### src/rtl/pipe_sched_if.sv
// Bundle of request, datapath-issue and result-FIFO signals for pipe_sched.
// master is the scheduler side, slave is the requester/datapath/consumer side.
interface pipe_sched_if #(
  parameter int unsigned NREQ  = 4,
  parameter int unsigned WIDTH = 16
);
  localparam int unsigned TW = $clog2(NREQ);

  logic [NREQ-1:0]       req;
  logic [NREQ*WIDTH-1:0] req_data;
  logic [NREQ-1:0]       gnt;
  logic                  pipe_vld;
  logic [WIDTH-1:0]      pipe_din;
  logic [WIDTH-1:0]      pipe_dout;
  logic                  o_valid;
  logic                  o_ready;
  logic [WIDTH-1:0]      o_data;
  logic [TW-1:0]         o_tag;

  modport master (
    input  req, req_data, pipe_dout, o_ready,
    output gnt, pipe_vld, pipe_din, o_valid, o_data, o_tag
  );

  modport slave (
    output req, req_data, pipe_dout, o_ready,
    input  gnt, pipe_vld, pipe_din, o_valid, o_data, o_tag
  );
endinterface

### src/rtl/pipe_sched.sv
// Round-robin, credit-gated issue into a fixed-latency datapath with an in-order result FIFO.
// Optional PIPE_SCHED_STALL_CNT_EN adds a saturating stall_cnt output.
module pipe_sched #(
  parameter int unsigned NREQ  = 4,
  parameter int unsigned DELAY = 3,
  parameter int unsigned WIDTH = 16,
  parameter int unsigned DEPTH = 4
) (
  input logic          clk,
  input logic          reset,
  pipe_sched_if.master bus
`ifdef PIPE_SCHED_STALL_CNT_EN
  ,
  output logic [15:0]  stall_cnt
`endif
);

  localparam int unsigned TW = $clog2(NREQ);
  localparam int unsigned AW = $clog2(DEPTH);
  localparam int unsigned CW = $clog2(DEPTH + 1);

  logic [TW-1:0]    ptr_q;
  logic [CW-1:0]    credit_q;
  logic             pipe_vld_q;
  logic [WIDTH-1:0] pipe_din_q;
  logic [TW-1:0]    issue_tag_q;
  logic [DELAY-1:0] vld_sr_q;
  logic [TW-1:0]    tag_sr_q [DELAY];
  logic [AW-1:0]    wptr_q, rptr_q;
  logic [CW-1:0]    count_q;
  logic [WIDTH-1:0] data_mem [DEPTH];
  logic [TW-1:0]    tag_mem  [DEPTH];

  logic [NREQ-1:0]  gnt_d;
  logic [TW-1:0]    gnt_idx;
  logic [TW-1:0]    cand;
  logic             gnt_any;
  logic [WIDTH-1:0] gnt_data;
  logic             push, pop, fifo_valid;

  // Scan from ptr upward; first asserted request wins.
  always_comb begin
    gnt_d   = '0;
    gnt_idx = '0;
    cand    = '0;
    gnt_any = 1'b0;
    if (!reset && credit_q != '0) begin
      for (int unsigned i = 0; i < NREQ; i++) begin
        cand = TW'((32'(ptr_q) + i) % NREQ);
        if (!gnt_any && bus.req[cand]) begin
          gnt_any = 1'b1;
          gnt_idx = cand;
        end
      end
      gnt_d[gnt_idx] = gnt_any;
    end
    gnt_data = bus.req_data[gnt_idx*WIDTH +: WIDTH];
  end

  assign fifo_valid = (count_q != '0) && !reset;
  assign push       = vld_sr_q[DELAY-1];
  assign pop        = fifo_valid && bus.o_ready;

  assign bus.gnt      = gnt_d;
  assign bus.pipe_vld = pipe_vld_q && !reset;
  assign bus.pipe_din = reset ? '0 : pipe_din_q;
  assign bus.o_valid  = fifo_valid;
  assign bus.o_data   = fifo_valid ? data_mem[rptr_q] : '0;
  assign bus.o_tag    = fifo_valid ? tag_mem[rptr_q] : '0;

  always_ff @(posedge clk) begin
    if (reset) begin
      ptr_q       <= '0;
      credit_q    <= CW'(DEPTH);
      pipe_vld_q  <= 1'b0;
      pipe_din_q  <= '0;
      issue_tag_q <= '0;
      vld_sr_q    <= '0;
      for (int unsigned i = 0; i < DELAY; i++) tag_sr_q[i] <= '0;
      wptr_q      <= '0;
      rptr_q      <= '0;
      count_q     <= '0;
    end else begin
      if (gnt_any) begin
        ptr_q       <= (gnt_idx == TW'(NREQ - 1)) ? '0 : gnt_idx + TW'(1);
        pipe_din_q  <= gnt_data;
        issue_tag_q <= gnt_idx;
      end
      pipe_vld_q <= gnt_any;

      // Valid/tag travel alongside the external datapath so they line up with pipe_dout.
      vld_sr_q[0] <= pipe_vld_q;
      tag_sr_q[0] <= issue_tag_q;
      for (int unsigned i = 1; i < DELAY; i++) begin
        vld_sr_q[i] <= vld_sr_q[i-1];
        tag_sr_q[i] <= tag_sr_q[i-1];
      end

      case ({gnt_any, pop})
        2'b10:   credit_q <= credit_q - CW'(1);
        2'b01:   credit_q <= credit_q + CW'(1);
        default: ;
      endcase

      if (push) wptr_q <= wptr_q + AW'(1);
      if (pop)  rptr_q <= rptr_q + AW'(1);
      case ({push, pop})
        2'b10:   count_q <= count_q + CW'(1);
        2'b01:   count_q <= count_q - CW'(1);
        default: ;
      endcase
    end
  end

  // Storage needs no reset; occupancy is tracked by count_q.
  always_ff @(posedge clk) begin
    if (!reset && push) begin
      data_mem[wptr_q] <= bus.pipe_dout;
      tag_mem[wptr_q]  <= tag_sr_q[DELAY-1];
    end
  end

`ifdef PIPE_SCHED_STALL_CNT_EN
  logic [15:0] stall_q;

  always_ff @(posedge clk) begin
    if (reset) begin
      stall_q <= '0;
    end else if (|bus.req && credit_q == '0 && stall_q != 16'hFFFF) begin
      stall_q <= stall_q + 16'd1;
    end
  end

  assign stall_cnt = stall_q;
`endif

endmodule

### src/flat_wrapper.sv
// flat-port wrapper written by rule: the top's interface ports become plain ports
module pipe_sched_flat 
#(
  parameter int unsigned NREQ  = 4,
  parameter int unsigned DELAY = 3,
  parameter int unsigned WIDTH = 16,
  parameter int unsigned DEPTH = 4
)
  (clk, reset, bus_req, bus_req_data, bus_pipe_dout, bus_o_ready, bus_gnt, bus_pipe_vld, bus_pipe_din, bus_o_valid, bus_o_data, bus_o_tag);
  pipe_sched_if #(.NREQ(NREQ), .WIDTH(WIDTH)) bus_i ();
  input logic clk;
  input logic reset;
  input wire logic [$bits(bus_i.req)-1:0] bus_req;
  input wire logic [$bits(bus_i.req_data)-1:0] bus_req_data;
  input wire logic [$bits(bus_i.pipe_dout)-1:0] bus_pipe_dout;
  input wire logic [$bits(bus_i.o_ready)-1:0] bus_o_ready;
  output wire logic [$bits(bus_i.gnt)-1:0] bus_gnt;
  output wire logic [$bits(bus_i.pipe_vld)-1:0] bus_pipe_vld;
  output wire logic [$bits(bus_i.pipe_din)-1:0] bus_pipe_din;
  output wire logic [$bits(bus_i.o_valid)-1:0] bus_o_valid;
  output wire logic [$bits(bus_i.o_data)-1:0] bus_o_data;
  output wire logic [$bits(bus_i.o_tag)-1:0] bus_o_tag;
  assign bus_i.req = bus_req;
  assign bus_i.req_data = bus_req_data;
  assign bus_i.pipe_dout = bus_pipe_dout;
  assign bus_i.o_ready = bus_o_ready;
  assign bus_gnt = bus_i.gnt;
  assign bus_pipe_vld = bus_i.pipe_vld;
  assign bus_pipe_din = bus_i.pipe_din;
  assign bus_o_valid = bus_i.o_valid;
  assign bus_o_data = bus_i.o_data;
  assign bus_o_tag = bus_i.o_tag;
  pipe_sched #(.NREQ(NREQ), .DELAY(DELAY), .WIDTH(WIDTH), .DEPTH(DEPTH)) u_core (.clk(clk), .reset(reset), .bus(bus_i));
endmodule
### config.mk
export PLATFORM = sky130hd
export DESIGN_NAME = pipe_sched_flat
export DESIGN_NICKNAME = d
export VERILOG_FILES = /design/src/rtl/pipe_sched_if.sv /design/src/rtl/pipe_sched.sv /design/src/flat_wrapper.sv
export SDC_FILE = /design/constraint.sdc
export NUM_CORES = 1
export LEC_CHECK = 0
export CORE_MARGIN = 3
export CORE_UTILIZATION = 46
export CTS_BUF_LIST = sky130_fd_sc_hd__clkbuf_8
export DETAILED_ROUTE_END_ITERATION = 16
export PLACE_DENSITY = 0.79
export SLEW_MARGIN = 30
export SYNTH_ARGS = -nofsm -noshare
export SYNTH_HDL_FRONTEND = slang
export SYNTH_SLANG_ARGS = --single-unit
### constraint.sdc
create_clock -name clk -period 2.35 [get_ports clk]
set_clock_uncertainty 0.05 [all_clocks]
set_input_delay 0.235 -clock clk [delete_from_list [all_inputs] [get_ports clk]]
set_output_delay 0.235 -clock clk [all_outputs]
set_load 0.005 [all_outputs]
==> results <==
- In this run the critical register-to-register path is captured at u_core.credit_q[2].
- After the first detailed-routing iteration, the DRC count stood at 168.
- Summing all multi-input logic gate instances after layout gives 1940 um^2.
- After Yosys synthesis, XOR and XNOR cells account for 1.23% of the synthesized area.
- The fraction of the mapped netlist area in adder cells is 2.55%.
- The Yosys step of the flow raised 0 warnings.
- Across all hold checks on the routed design, the worst slack comes to 386 ps.
- The number of instances in the synthesized netlist is 359.
- Dividing the synthesized area by the synthesized cell count gives 13.9 um^2.
- The share of the yosys chip area belonging to registers is 60.0%.
- The critical path goes through clkdlybuf4s50_1, buf_4, nor3_2, inv_2, buf_6, nor3_2, clkdlybuf4s50_1.
- In this run the worst path has a maximum fanout of 23.
- In this run the tightest slew margin relative to its limit is 76.2%.
- After clock tree synthesis, the clock-pin slew on the worst setup and hold paths is 60 ps.
- The HPWL reported at the end of detailed placement is 7560 um.
- The depth of the worst register-to-register path is 9.
- Across the run, the number of max-cap violations was 0.
- After the flow finishes, the layout carries non-filler instances totaling 671.
- The number of distinct library cell variants in the gate-level netlist after synthesis is 42.
- The launching instance or port of the critical path is reset.
- Registers take 3020 um^2.
- Data on the critical path is required at its endpoint by 2070 ps.
- The number of input and output port buffers inserted is 126.
- The shortest period the worst path allows is 2310 ps.
- When the netlist entered floorplanning its net count stood at 455.
- The utilization after layout is 67.9%.
- The initial core utilization is 47.8%.
- The number of instances on the worst hold path is 1.
- Summing all non-filler instances in the final layout gives an area of 7100 um^2.
- The top cell type by total area after synthesis is edfxtp_1.
- The proportion of netlist area held by the largest area contributor is 43.2%.
- The count of placed standard cells including taps is 636.
- For hold timing, the worst endpoint is u_core.tag_sr_q[0][4].
- For this run, design rule violations remaining after detail routing come to 0.
- OpenSTA, run right after detailed placement, puts the worst setup slack at -377 ps.
- Dividing the detail-routed via count by the number of cells gives 5.21.
- The final number of setup-violating endpoints is 0.
- Setup repair after global routing could not meet its margin everywhere.
- The detailed-router iteration count before antenna repair is 4.
- The placement-stage cell area is 6630 um^2.
- After the last flow step, the layout net total stands at 618.
- 0 antenna diodes ended up in the layout.
- Based on the critical path, the design can be clocked at up to 433 MHz.
- Once detail routing completed, the nets flagged for antenna violations numbered 0.
- The share of synthesized cell area in and, or, nand and nor gates is 11.7%.
- The total clock buffers created by CTS is 17.
- The area of the mapped netlist is 5000 um^2.
- The die is 110 um wide.
- STA classifies the critical path startpoint as an input port.
- The row count is 37.
- The count of pins over their slew limit is 0.
- The maximum number of pins on one net before global-route repair is 24.
- In this run the vertical extent of the chip is 110 um.
- The count of endpoints failing hold in the final timing report is 0.
- The critical path contains buffers and inverters numbering 5 combined.
- The post-layout worst setup margin is 39.9 ps.
- The fill cell total of the finished layout is 779.
- The signal arrival time at the worst endpoint is 2030 ps.
- The wire length of the first global-routing pass is 17500 um.
- STA classifies the critical path endpoint as an output port.
- VDD sags by at most 0.458 mV.
- The path class of the lowest-slack min-delay path is reg2reg.
- The total number of vias is 3499.
- The longest clock path from root to sink contains 2 buffers.
- The prevailing post-synth register cell is edfxtp_1.
- The commonest cells after synthesis are 72 x edfxtp_1, 42 x dfxtp_1, 27 x nor2b_1.
- Grouping stages by cell kind, the critical path spends the most delay in buffers and inverters.
- The sum of routed wire length over all layers is 11000 um.
- The via count of the first global-routing pass came to 3687.
- The die covers 12200 um^2.
- Global routing consumed, over all layers together, 19.2% of the routing resources.
- For this design the ratio of total power to cell area is 711 nW/um^2.
- The total number of clock tree sinks is 114.
- The critical path is of the in2out type.
- Yosys mapped a number of flops with a built-in enable equal to 72.
- For the pin with the worst max-slew slack, the measured transition is 356 ps.
- The weighted congestion at the end of routability-driven global placement is 0.857.
- The slowest stage of the critical path belongs to the cell clkdlybuf4s50_1.
- TritonCTS built the clock tree.
- Pin placement for this block handled 127 I/O pins.
- In the post-synthesis netlist, the biggest area contributors are edfxtp_1 43%, dfxtp_1 17%, mux4_2 8.1%.
- The cell with the most instances after synthesis is edfxtp_1.
- The worst register-to-register path begins at u_core.count_q[2].
- The total overflow left after global routing is 0.
- The portion of synthesized area spent on multiplexers is 14.2%.
- The H-tree was split into 4 levels.
- Of the cells placed in the final design, the portion with a size suffix greater than 1 is 21.7%.
- At the later pin of the worst-skew pair, clock insertion delay measures 400 ps.
- Summing the areas of all compound-gate instances in the mapped netlist gives 7.80% of the synthesized area.
- For this run, asynchronously set or reset flops after synthesis account for 0%.
- The initial antenna violation count is 0.
- Compared with the post-synthesis result, the final layout area differs by 42.0%.
- The flow ran to the end, and the final reports show no timing, DRC or antenna violations.
- The worst setup slack for register-to-register paths is 90 ps.
- The synthesized design contains 114 register bits.
- Summed over all cells, the static leakage comes to 2.69 nW.
- The startpoint of the worst hold path is u_core.tag_sr_q[0][2].
- The worst path uses 98.3% of the clock period.
- The area of the placeable core is 10500 um^2.
- After synthesis, the largest family of logic cells by area is multiplexers.
- The root buffer cell chosen for the clock tree is clkbuf_8.
- For this run, the slowest stage of the critical path takes 520 ps.
- The average wire length per cell after detail routing is 16.3 um.
[report_power, final]
| group | switching (mW) | internal (mW) | total [mW] | leakage [nW] |
|---|---|---|---|---|
| logic | 0.438 | 0.614 | 1.05 | 1.51 |
| registers | 0.0574 | 2.26 | 2.32 | 0.987 |
| clock network | 0.748 | 0.932 | 1.68 | 0.192 |
[how the worst max path moves through the flow]
| stage | to | slack, ps | cells past startpoint |
|---|---|---|---|
| global route | u_core.credit_q[2] | -80 | 9 |
| floorplan | u_core.credit_q[2] | 9 | 10 |
| detailed placement | u_core.credit_q[2] | -380 | 10 |
| finish | bus_gnt[2] | 40 | 7 |
| global placement | u_core.credit_q[2] | -290 | 10 |
| CTS | bus_gnt[1] | -50 | 6 |
[through the flow]
step           total power, mW  TNS (ps)
3_5_place_dp              3.37     -2200
2_1_floorplan             2.90         0
3_3_place_gp              3.35     -1390
5_1_grt                   5.31      -118
4_1_cts                   5.10     -45.2
6_report                  5.05         0
[logic make-up after synthesis]
| kind of cell | after synthesis |
|---|---|
| buffers and inverters | 29 |
| flip-flops | 114 |
| adder cells (fa/ha/maj) | 9 |
| multiplexers | 44 |
| XOR/XNOR | 7 |
| AND/OR/NAND/NOR | 106 |
| AO/OA/AOI/OAI | 50 |
[flip-flops by register name, summed over array words and instances, names as in the netlist, named ones only]
name                flops
u_core.tag_sr_q         6
u_core.issue_tag_q      2
u_core.ptr_q            2
u_core.count_q          3
u_core.credit_q         3
u_core.tag_mem          8
u_core.pipe_din_q      16
u_core.pipe_vld_q       1
u_core.wptr_q           2
u_core.data_mem        64
u_core.vld_sr_q         3
u_core.rptr_q           2
[worst reg2reg max path, cell delays in order, from the launching register on]
cell,delay [ps]
dfxtp_1,350
nor3_1,70
nor2_1,130
and2_4,170
ha_1,160
inv_1,70
fa_1,370
xor2_1,160
o21ai_0,140
or3b_2,470
[cells in the final DEF (no fill, tap or decap), types with 12 or more instances in the layout]
cell type | synthesis | routed
clkdlybuf4s50_1 | 0 | 103
edfxtp_1 | 72 | 72
dfxtp_1 | 42 | 36
buf_4 | 1 | 31
nor2b_1 | 27 | 27
and2_1 | 25 | 23
dlygate4sd2_1 | 0 | 20
mux4_2 | 18 | 18
clkbuf_8 | 0 | 17
mux2i_1 | 16 | 16
nor2_1 | 15 | 15
a21oi_1 | 13 | 13
o21ai_0 | 12 | 12
[layer usage]
| layer | share of wire (%) | routed length, um | vias to the layer above | GRT usage [%] |
|---|---|---|---|---|
| met3 | 9.2 | 1010 | 17 | 7.34 |
| met4 | 1.2 | 133 | 0 | 5.45 |
| met2 | 51 | 5590 | 171 | 33.3 |
| met5 | 0 | 0 | - | 0 |
| met1 | 39 | 4220 | 1647 | 22.2 |
| li1 | - | - | 1664 | - |
[final cells by class]
cell class | instances | area share [%]
repair buffers | 161 | 21.9
clock buffers | 17 | 3.29
flip-flops and latches | 114 | 42.4
multi-input cells | 216 | 27.3
clock inverters | 15 | 2.03
well taps | 136 | 2.40
inverters | 12 | 0.634
[repair_timing]
item / in CTS / in global routing
setup buffers: 1 / 1
pin swaps: 1 / 3
setup endpoints to repair: 22 / 3
hold buffers: 0 / 0
gates cloned: 1 / 0
gates resized for setup: 37 / 7
endpoints found under the hold margin: 0 / 0
No activity file was read; power rests on OpenSTA's default activity.
